File: src/rtl/mem_port_arbiter.sv
// Arbitrates the single external memory port between I-cache line fills and
// D-cache fills/write-backs. Optional round-robin tie-break: MEM_ARB_RR_EN.
module mem_port_arbiter #(
  parameter int LINE_WORDS = 4,
  parameter int ADDR_W     = 64,
  localparam int BEAT_W    = $clog2(LINE_WORDS)
) (
  input  logic              clk_i,
  input  logic              rst_n_i,
  input  logic              ic_req_i,
  input  logic [ADDR_W-1:0] ic_addr_i,
  output logic              ic_rvalid_o,
  output logic              ic_done_o,
  input  logic              dc_req_i,
  input  logic              dc_we_i,
  input  logic [ADDR_W-1:0] dc_addr_i,
  input  logic [63:0]       dc_wdata_i,
  output logic              dc_rvalid_o,
  output logic              dc_wnext_o,
  output logic              dc_done_o,
  output logic [63:0]       rdata_o,
  output logic [BEAT_W-1:0] beat_o,
  output logic              busy_o,
  output logic              mem_req_o,
  output logic              mem_we_o,
  output logic [ADDR_W-1:0] mem_addr_o,
  output logic [63:0]       mem_wdata_o,
  input  logic [63:0]       mem_rdata_i,
  input  logic              mem_ready_i
);

  typedef enum logic [1:0] {
    ST_IDLE,
    ST_BURST,
    ST_DONE
  } state_t;

  localparam logic [ADDR_W-1:0] LINE_MASK = ADDR_W'(LINE_WORDS * 8 - 1);
  localparam logic [BEAT_W-1:0] BEAT_LAST = BEAT_W'(LINE_WORDS - 1);

  state_t              state_q, state_d;
  logic                owner_q;        // 0 = I-cache, 1 = D-cache
  logic                we_q;
  logic [ADDR_W-1:0]   base_q;
  logic [BEAT_W-1:0]   beat_q;

  logic                grant;
  logic                grant_dc;
  logic [ADDR_W-1:0]   grant_base;
  logic [ADDR_W-1:0]   beat_off;

`ifdef MEM_ARB_RR_EN
  logic last_owner_q;

  // On a tie the requester that was not served last wins.
  assign grant_dc = dc_req_i && (!ic_req_i || !last_owner_q);

  always_ff @(posedge clk_i or negedge rst_n_i) begin
    if (!rst_n_i) begin
      last_owner_q <= 1'b0;
    end else if (grant) begin
      last_owner_q <= grant_dc;
    end
  end
`else
  // The D-cache miss belongs to the older instruction, so it wins ties.
  assign grant_dc = dc_req_i;
`endif

  assign grant_base = (grant_dc ? dc_addr_i : ic_addr_i) & ~LINE_MASK;
  // Base is line-aligned, so OR-ing the word offset never carries.
  assign beat_off   = ADDR_W'({beat_q, 3'b000});

  assign rdata_o = mem_rdata_i;
  assign beat_o  = beat_q;
  assign busy_o  = (state_q != ST_IDLE);

  always_comb begin
    // NOTE: every output gets a default before the case so no path leaves
    // a variable unassigned, which would otherwise infer a latch.
    state_d     = state_q;
    grant       = 1'b0;
    ic_rvalid_o = 1'b0;
    ic_done_o   = 1'b0;
    dc_rvalid_o = 1'b0;
    dc_wnext_o  = 1'b0;
    dc_done_o   = 1'b0;
    mem_req_o   = 1'b0;
    mem_we_o    = 1'b0;
    mem_addr_o  = '0;
    mem_wdata_o = '0;

    case (state_q)
      ST_IDLE: begin
        if (ic_req_i || dc_req_i) begin
          grant   = 1'b1;
          state_d = ST_BURST;
        end
      end

      ST_BURST: begin
        mem_req_o  = 1'b1;
        mem_we_o   = we_q;
        mem_addr_o = base_q | beat_off;
        if (owner_q && we_q) begin
          mem_wdata_o = dc_wdata_i;
        end
        if (mem_ready_i) begin
          dc_wnext_o  = owner_q && we_q;
          dc_rvalid_o = owner_q && !we_q;
          ic_rvalid_o = !owner_q;
          if (beat_q == BEAT_LAST) begin
            state_d = ST_DONE;
          end
        end
      end

      ST_DONE: begin
        ic_done_o = !owner_q;
        dc_done_o = owner_q;
        state_d   = ST_IDLE;
      end

      default: state_d = ST_IDLE;
    endcase
  end

  always_ff @(posedge clk_i or negedge rst_n_i) begin
    if (!rst_n_i) begin
      state_q <= ST_IDLE;
      owner_q <= 1'b0;
      we_q    <= 1'b0;
      base_q  <= '0;
      beat_q  <= '0;
    end else begin
      // NOTE: non-blocking assignments so every register samples the
      // pre-edge values regardless of statement order.
      state_q <= state_d;
      if (grant) begin
        owner_q <= grant_dc;
        we_q    <= grant_dc && dc_we_i;
        base_q  <= grant_base;
        beat_q  <= '0;
      end else if (state_q == ST_BURST && mem_ready_i) begin
        beat_q <= beat_q + 1'b1;   // wraps to 0 after the last beat
      end
    end
  end

endmodule

File: config.mk
export PLATFORM = sky130hd
export DESIGN_NAME = mem_port_arbiter
export DESIGN_NICKNAME = d
export VERILOG_FILES = /design/src/rtl/mem_port_arbiter.sv
export SDC_FILE = /design/constraint.sdc
export NUM_CORES = 1
export LEC_CHECK = 0
export CORE_AREA = 2 2 180 182
export CTS_CLUSTER_SIZE = 16
export DETAILED_ROUTE_END_ITERATION = 7
export DIE_AREA = 0 0 182 184
export SYNTH_ARGS = -nofsm -noshare
export SYNTH_HDL_FRONTEND = slang
export SYNTH_SLANG_ARGS = --single-unit
File: constraint.sdc
create_clock -name clk_i -period 3 [get_ports clk_i]
set_input_delay 0.3 -clock clk_i [delete_from_list [all_inputs] [get_ports clk_i]]
set_output_delay 0.3 -clock clk_i [all_outputs]
set_load 0.02 [all_outputs]
==> run_results.csv <==
group,metric,value,unit
outcome,run_status,"finished, final reports clean",
logic_synthesis,post_synth.cell_area_avg,11.36,um^2
sta,fin_crit_sh,0.8746,
detailed_routing,post_drt_wl_per_cell,20.08,um
sta,setup_viol,0,
flow_run,cap_violations,0,
floorplanning,row_count,65,
final_layout,layout_common_cells,"clkdlybuf4s50_1, and2_1, dfrtp_1, mux2_2, mux2_4",
detailed_routing,drcViolationCount,0,
critical_path,cp_max_fo,64,
grt,grt_pass1_vias,4230,
clocking,cts.htree.levels,3,
clocking,cts_hold_buf,0,
clocking,cts_setup_buffers,0,
power,switching_share,0.3829,
critical_path,critical_path.endpoint_type,"output port",
sta,hold_viol,0,
floorplanning,dieHeight,184,um
clocking,cts_buffers,9,
critical_path,cp-startpoint,"state_q[1]",
place,io_buffers,322,
clocking,clock_path_buffers,2,
final_layout,drive_above_1_share,0.2310,
final_layout,multi_input_area,0.002530,mm^2
sta,timing.fmax,381.1,MHz
critical_path,crit_required,2700,ps
grt,grt_max_degree,66,
sta,timing.slew.headroom,0.3976,
hold_path,hold_class,"input pin to asynchronous set/reset pin",
sta,worst_slew_pin_slew,903.5,ps
power,p_int,4379,uW
critical_path,crit_path_top_delay_cell,"clkdlybuf4s50_1",
sta,rsz0062_at_grt,"false",
clocking,clockRootBuffer,"clkbuf_16",
critical_path,max_stage_delay,680,ps
logic_synthesis,syn-cell-area,0.004918,mm^2
floorplanning,fp.coreArea,0.03139,mm^2
logic_synthesis,yosysTopAreaCell,"dfrtp_1",
power,clkPwrFrac,0.152,
power,pwr-share-seq,0.222,
logic_synthesis,yosys.area.top_type_share,0.3307,
logic_synthesis,syn-instance-count,433,
clocking,clk_pin_slew,60,ps
power,finalPower,7096,uW
final_layout,area_growth,67.26,%
floorplanning,start_util,0.1567,
power,leakagePower,0.003286,uW
power,combPwrFrac,0.626,
detailed_routing,wirelength,21820,um
sta,setup_tns,0,ps
critical_path,crit_chain,"and2b_2, and3_2, buf_12, and2_1, clkdlybuf4s50_1",
critical_path,cp-endpoint,"mem_wdata_o[26]",
critical_path,worstPathArrival,2320,ps
place,place_hpwl,17440,um
logic_synthesis,synth-seq-cells,65,
final_layout,ff_latch_area,0.001627,mm^2
detailed_routing,first_iter_violations,107,
sta,layout_min_cycle_time,2624,ps
clocking,clkSinkCount,65,
critical_path,critical_path_class,"flip-flop to output port",
logic_synthesis,synth_cell_type_count,28,
place,place_congestion,0.7240,
final_layout,fin_util,0.2621,
critical_path,rr_worst_depth,4,
logic_synthesis,yosysWarningCount,0,
grt,grt_first_pass_wirelength,30150,um
power,powerDensity,862.6,mW/mm^2
floorplanning,die_area,0.03349,mm^2
clocking,worstSkewPairLatency,330,ps
clocking,cts_tree,"done",
final_layout,layout_commonest_cell,"clkdlybuf4s50_1",
place,placed_area,0.007931,mm^2
sta,fin_skew,6.370,ps
grt,overflow,0,
floorplanning,die_x,182,um
final_layout,fillers,3326,
critical_path,rr_startpoint,"state_q[0]",
logic_synthesis,ys_top_cells_by_area,"dfrtp_1, mux2_4, and2_1, mux2_2, buf_4",
grt,antenna_found_initial,5,
clocking,cts_resized,0,
power,switching_power,2717,uW
final_layout,final_nets,942,
final_layout,final_cell_area,0.008227,mm^2
logic_synthesis,yosysSeqAreaShare,0.3307,
critical_path,worstReg2RegEnd,"base_q[20]",
sta,maxSlewViolCount,0,
critical_path,rrSetupSlack,1130,ps
detailed_routing,vias_per_cell,3.658,
grt,grt_usage,0.1256,
detailed_routing,firstDrtPassIters,3,
power,vdd_drop_max,0.0003475,V
detailed_routing,antenna_left,0,
detailed_routing,vias,3976,
floorplanning,io_pins,464,
critical_path,crit_path_start_kind,"flip-flop",
## flip-flops by register name (all words and copies together), names as in the netlist
signal and cells:
owner_q 1, state_q 2, we_q 1, base_q 59, beat_o 2
## power groups by stage
stage	sequential [uW]	combinational, uW	clock (uW)
floorplan	1510	2800	0
global placement	1580	4510	0
detailed placement	1580	4510	0
CTS	1590	4530	1140
global route	1640	4730	1170
finish	1580	4440	1080
## layout make-up
cell class,instances,share of cell area
flip-flops and latches,65,0.1977
multi-input cells,274,0.3075
diodes,1,0.0003042
repair buffers,328,0.3973
clock inverters,5,0.004867
well taps,402,0.06114
inverters,1,0.0004563
clock buffers,11,0.03072
## cell families after synthesis
logic type                 after synthesis  share of synthesized area
adders and majority gates                1                   0.002543
and+or+nand+nor                        145                     0.1819
AOI/OAI and AO/OA                        6                   0.008651
xor gates and xnor gates                 1                   0.001781
muxes                                  118                     0.3152
buffers and inverters                   96                     0.1585
DFF                                     65                     0.3307
other                                    1                  0.0007624
## through the flow
stage,std cells,hold slack [ps],setup slack (ps)
after global routing,1086,160.1,274.2
after CTS,1086,119.5,343.5
final,1087,91.93,376.3
after global placement,1070,483.3,691.6
after floorplan,435,4.409,1438
after detailed placement,1070,483.5,664.0
## how the worst min path moves through the flow
stage,slack (ps),to
after floorplan,4,base_q[10]
after global placement,480,base_q[62]
after detailed placement,480,base_q[17]
after CTS,120,base_q[42]
after global routing,160,base_q[41]
final,90,base_q[40]
## synthesized netlist by cell type, drive strengths merged
cell and n:
nand3b 1, conb 1, dfrtp 65, mux2 118
o21ai 2, a31oi 1, inv 1, and3 2
a32o 1, xor2 1, and2b 1, and3b 1
and2 126, nand2 6, nor2 4, a22o 1
buf 89, ha 1, clkbuf 6, nor4b 1
nor3b 2, o21a 1, nor2b 1
## critical path: cells and delay by family (launching register included)
| family | cells | cell delay [ps] |
|---|---|---|
| buffers and inverters | 2 | 900 |
| AND/OR/NAND/NOR | 3 | 630 |
| flip-flops | 1 | 430 |
## layer usage
layer  vias up  global-route usage  share of wire
li1       1844                   -              -
met1      1843              0.1431           0.40
met2       254              0.2093           0.47
met3        25             0.06200           0.11
met4        10             0.03323          0.015
met5         -                   0         0.0036
(Power assumes the default switching activity.)
==> patch: new RTL, same settings <==
The 3 states of `state_t` get a one-hot encoding in 3 bits.
--- a/src/rtl/mem_port_arbiter.sv
+++ b/src/rtl/mem_port_arbiter.sv
@@ -29,10 +29,10 @@
   input  logic              mem_ready_i
 );
 
-  typedef enum logic [1:0] {
-    ST_IDLE,
-    ST_BURST,
-    ST_DONE
+  typedef enum logic [2:0] {
+    ST_IDLE  = 3'b001,
+    ST_BURST = 3'b010,
+    ST_DONE  = 3'b100
   } state_t;
 
   localparam logic [ADDR_W-1:0] LINE_MASK = ADDR_W'(LINE_WORDS * 8 - 1);
Check against the original RTL: no difference found for any inputs over 4 cycles, from zero or initial values and one cycle with rst_n_i low; so few cycles prove little.
==> patch against the original RTL <==
Synthesized area down 0.33%; largest cell class unchanged; setup slack worse by 190 ps; wire length rose by 2.9%; synthesized cell count unchanged; critical path type unchanged; sequential cell count rose by 1; register-to-register slack lost 180 ps; design area increased by 0.14%; utilization about the same; non-clock buffer count rose by 2; highest routed layer unchanged; fmax down 6.7%; via count up 1.1%; total power shrank 20%.
==> patch: results (changes against the original RTL) <==
Drt
  – Initial detailed-routing violation count: 111 (+3.7%)
  – Per-cell routed wire length: 20.6 um (+2.8%)
  – Via count: 4019 (+1.1%)
  – Drt first pass iters: 4 (+1)

Layout
  – Share of layout cells above drive strength 1: 0.236 (+0.00516)
  – Final net count: 944 (+0.21%)
  – Max reg flops: 59 (unchanged)
  – Final non-filler cell total: 1088 (+0.092%)
  – Fillers: 3328 (+0.060%)
  – Multi-input logic area: 2510 um2 (-0.79%)
  – Ant. Diodes: 0 (-1)

Logic synthesis
  – Top cells by area, synth: dfrtp_1, and2_1, mux2_4
  – Mux contribution to synthesized area: 0.309 (-0.00585)
  – Synth warnings: 0 (unchanged)
  – Compound-Gate Fraction of Synth Area: 0.00842 (-0.000227)
  – Synth Area in Adders: 0.00255 (+0.00000844)
  – Gate Count Post-Synth: 433 (unchanged)
  – Synth async-reset ratio: 1.00 (unchanged)
  – Synth Area in XOR/XNOR: 0.00179 (+0.00000591)
  – Distinct cells, synth: 31 (+11%)
  – Seq/Total Area, Yosys: 0.337 (+0.00646)
  – Top post-synthesis cells by count: and2_1, buf_4, dfrtp_1

Critical path
  – Max incr delay on CP: 630 ps (-50 ps)
  – R2R depth: 5 (+1)
  – Crit path max fanout: 67 (+4.7%)
  – R2R Setup Slk: 950 ps (-180 ps)
  – WP data arrival: 2510 ps (+190 ps)
  – Worst Setup EP: mem_addr_o[56]
  – CP top delay family: buffers and inverters
  – Crit path launch: state_q[1]
  – FF-to-FF Start: state_q[0]
  – RR Endpoint: base_q[56]

Min path
  – Class of the worst hold path: in -> async

Global routing
  – Largest net degree at the start of global routing: 68 (+3.0%)
  – Initial antenna violation count: 1 (-4)
  – Number of global-route vias before repair: 4414 (+4.3%)
  – GRT Util Overall: 0.129 (+0.00318)
  – First-pass GRT wire length: 31100 um (+3.1%)

Pwr
  – LEAKAGE: 0.00332 uW (+0.90%)
  – Worst VDD drop: 0.323 mV (-7.1%)

Clock tree
  – Number of hold buffers added after cts: 0 (unchanged)
  – Total CTS buffers: 9 (unchanged)
  – Post-CTS Setup Bufs: 0 (unchanged)
  – Worst-path clk slew: 70 ps
  – Max Buffers Root-to-Sink: 2 (unchanged)
  – Clk Latency, worst-skew pair: 340 ps
  – H-Tree Level Count: 3 (unchanged)
  – Post-CTS resize count: 0 (unchanged)
  – Clock root buffer master: clkbuf_16

Place
  – Dpl ws: 537 ps (-127 ps)
  – Port Buf Inserts: 322 (unchanged)
  – Placed Area: 7940 um2 (+0.13%)
  – GP Congestion: 0.775 (+7.0%)
  – Post-detail-place hpwl: 17700 um (+1.6%)

Timing
  – Final Skew: 12.3 ps (+5.90 ps)
  – Final hold slack: 98.6 ps (+6.70 ps)
  – Minimum clock period: 2810 ps (+188 ps)
  – Max-slew headroom at the worst pin: 0.370 (-0.0279)

Status
  – Status: complete, no violations

Job
  – Max-Cap Viols: 0 (unchanged)
==> patch: changes by cell type after synthesis, moves of 2 or more <==
cell / delta
buf_2: -5
buf_4: +7
buf_6: -8
clkbuf_1: +4
mux2_1: +6
mux2_2: +3
mux2_4: -9
nand2_1: -2
nand3_1: +2
o21ai_0: -2
==> patch: layout make-up <==
cell class | count | area share
clock buffer | 10 | 0.0278
clock inverter | 6 | 0.00820
inverter | 2 | 0.000911
multi-input combinational | 272 | 0.305
sequential | 66 | 0.201
tap | 402 | 0.0611
timing repair buffer | 330 | 0.397
==> patch: routing by layer <==
metal	GRT usage	vias to the layer above	wire length, um
met3	0.0622	21	2530
met5	0	-	13
met4	0.0377	2	552
li1	-	1846	-
met2	0.217	280	10700
met1	0.144	1870	8670
==> patch: power by group <==
group	switching, uW	internal (uW)	leakage (uW)
logic	1230	1710	0.00240
registers	253	1350	0.000780
clock network	463	648	0.000139
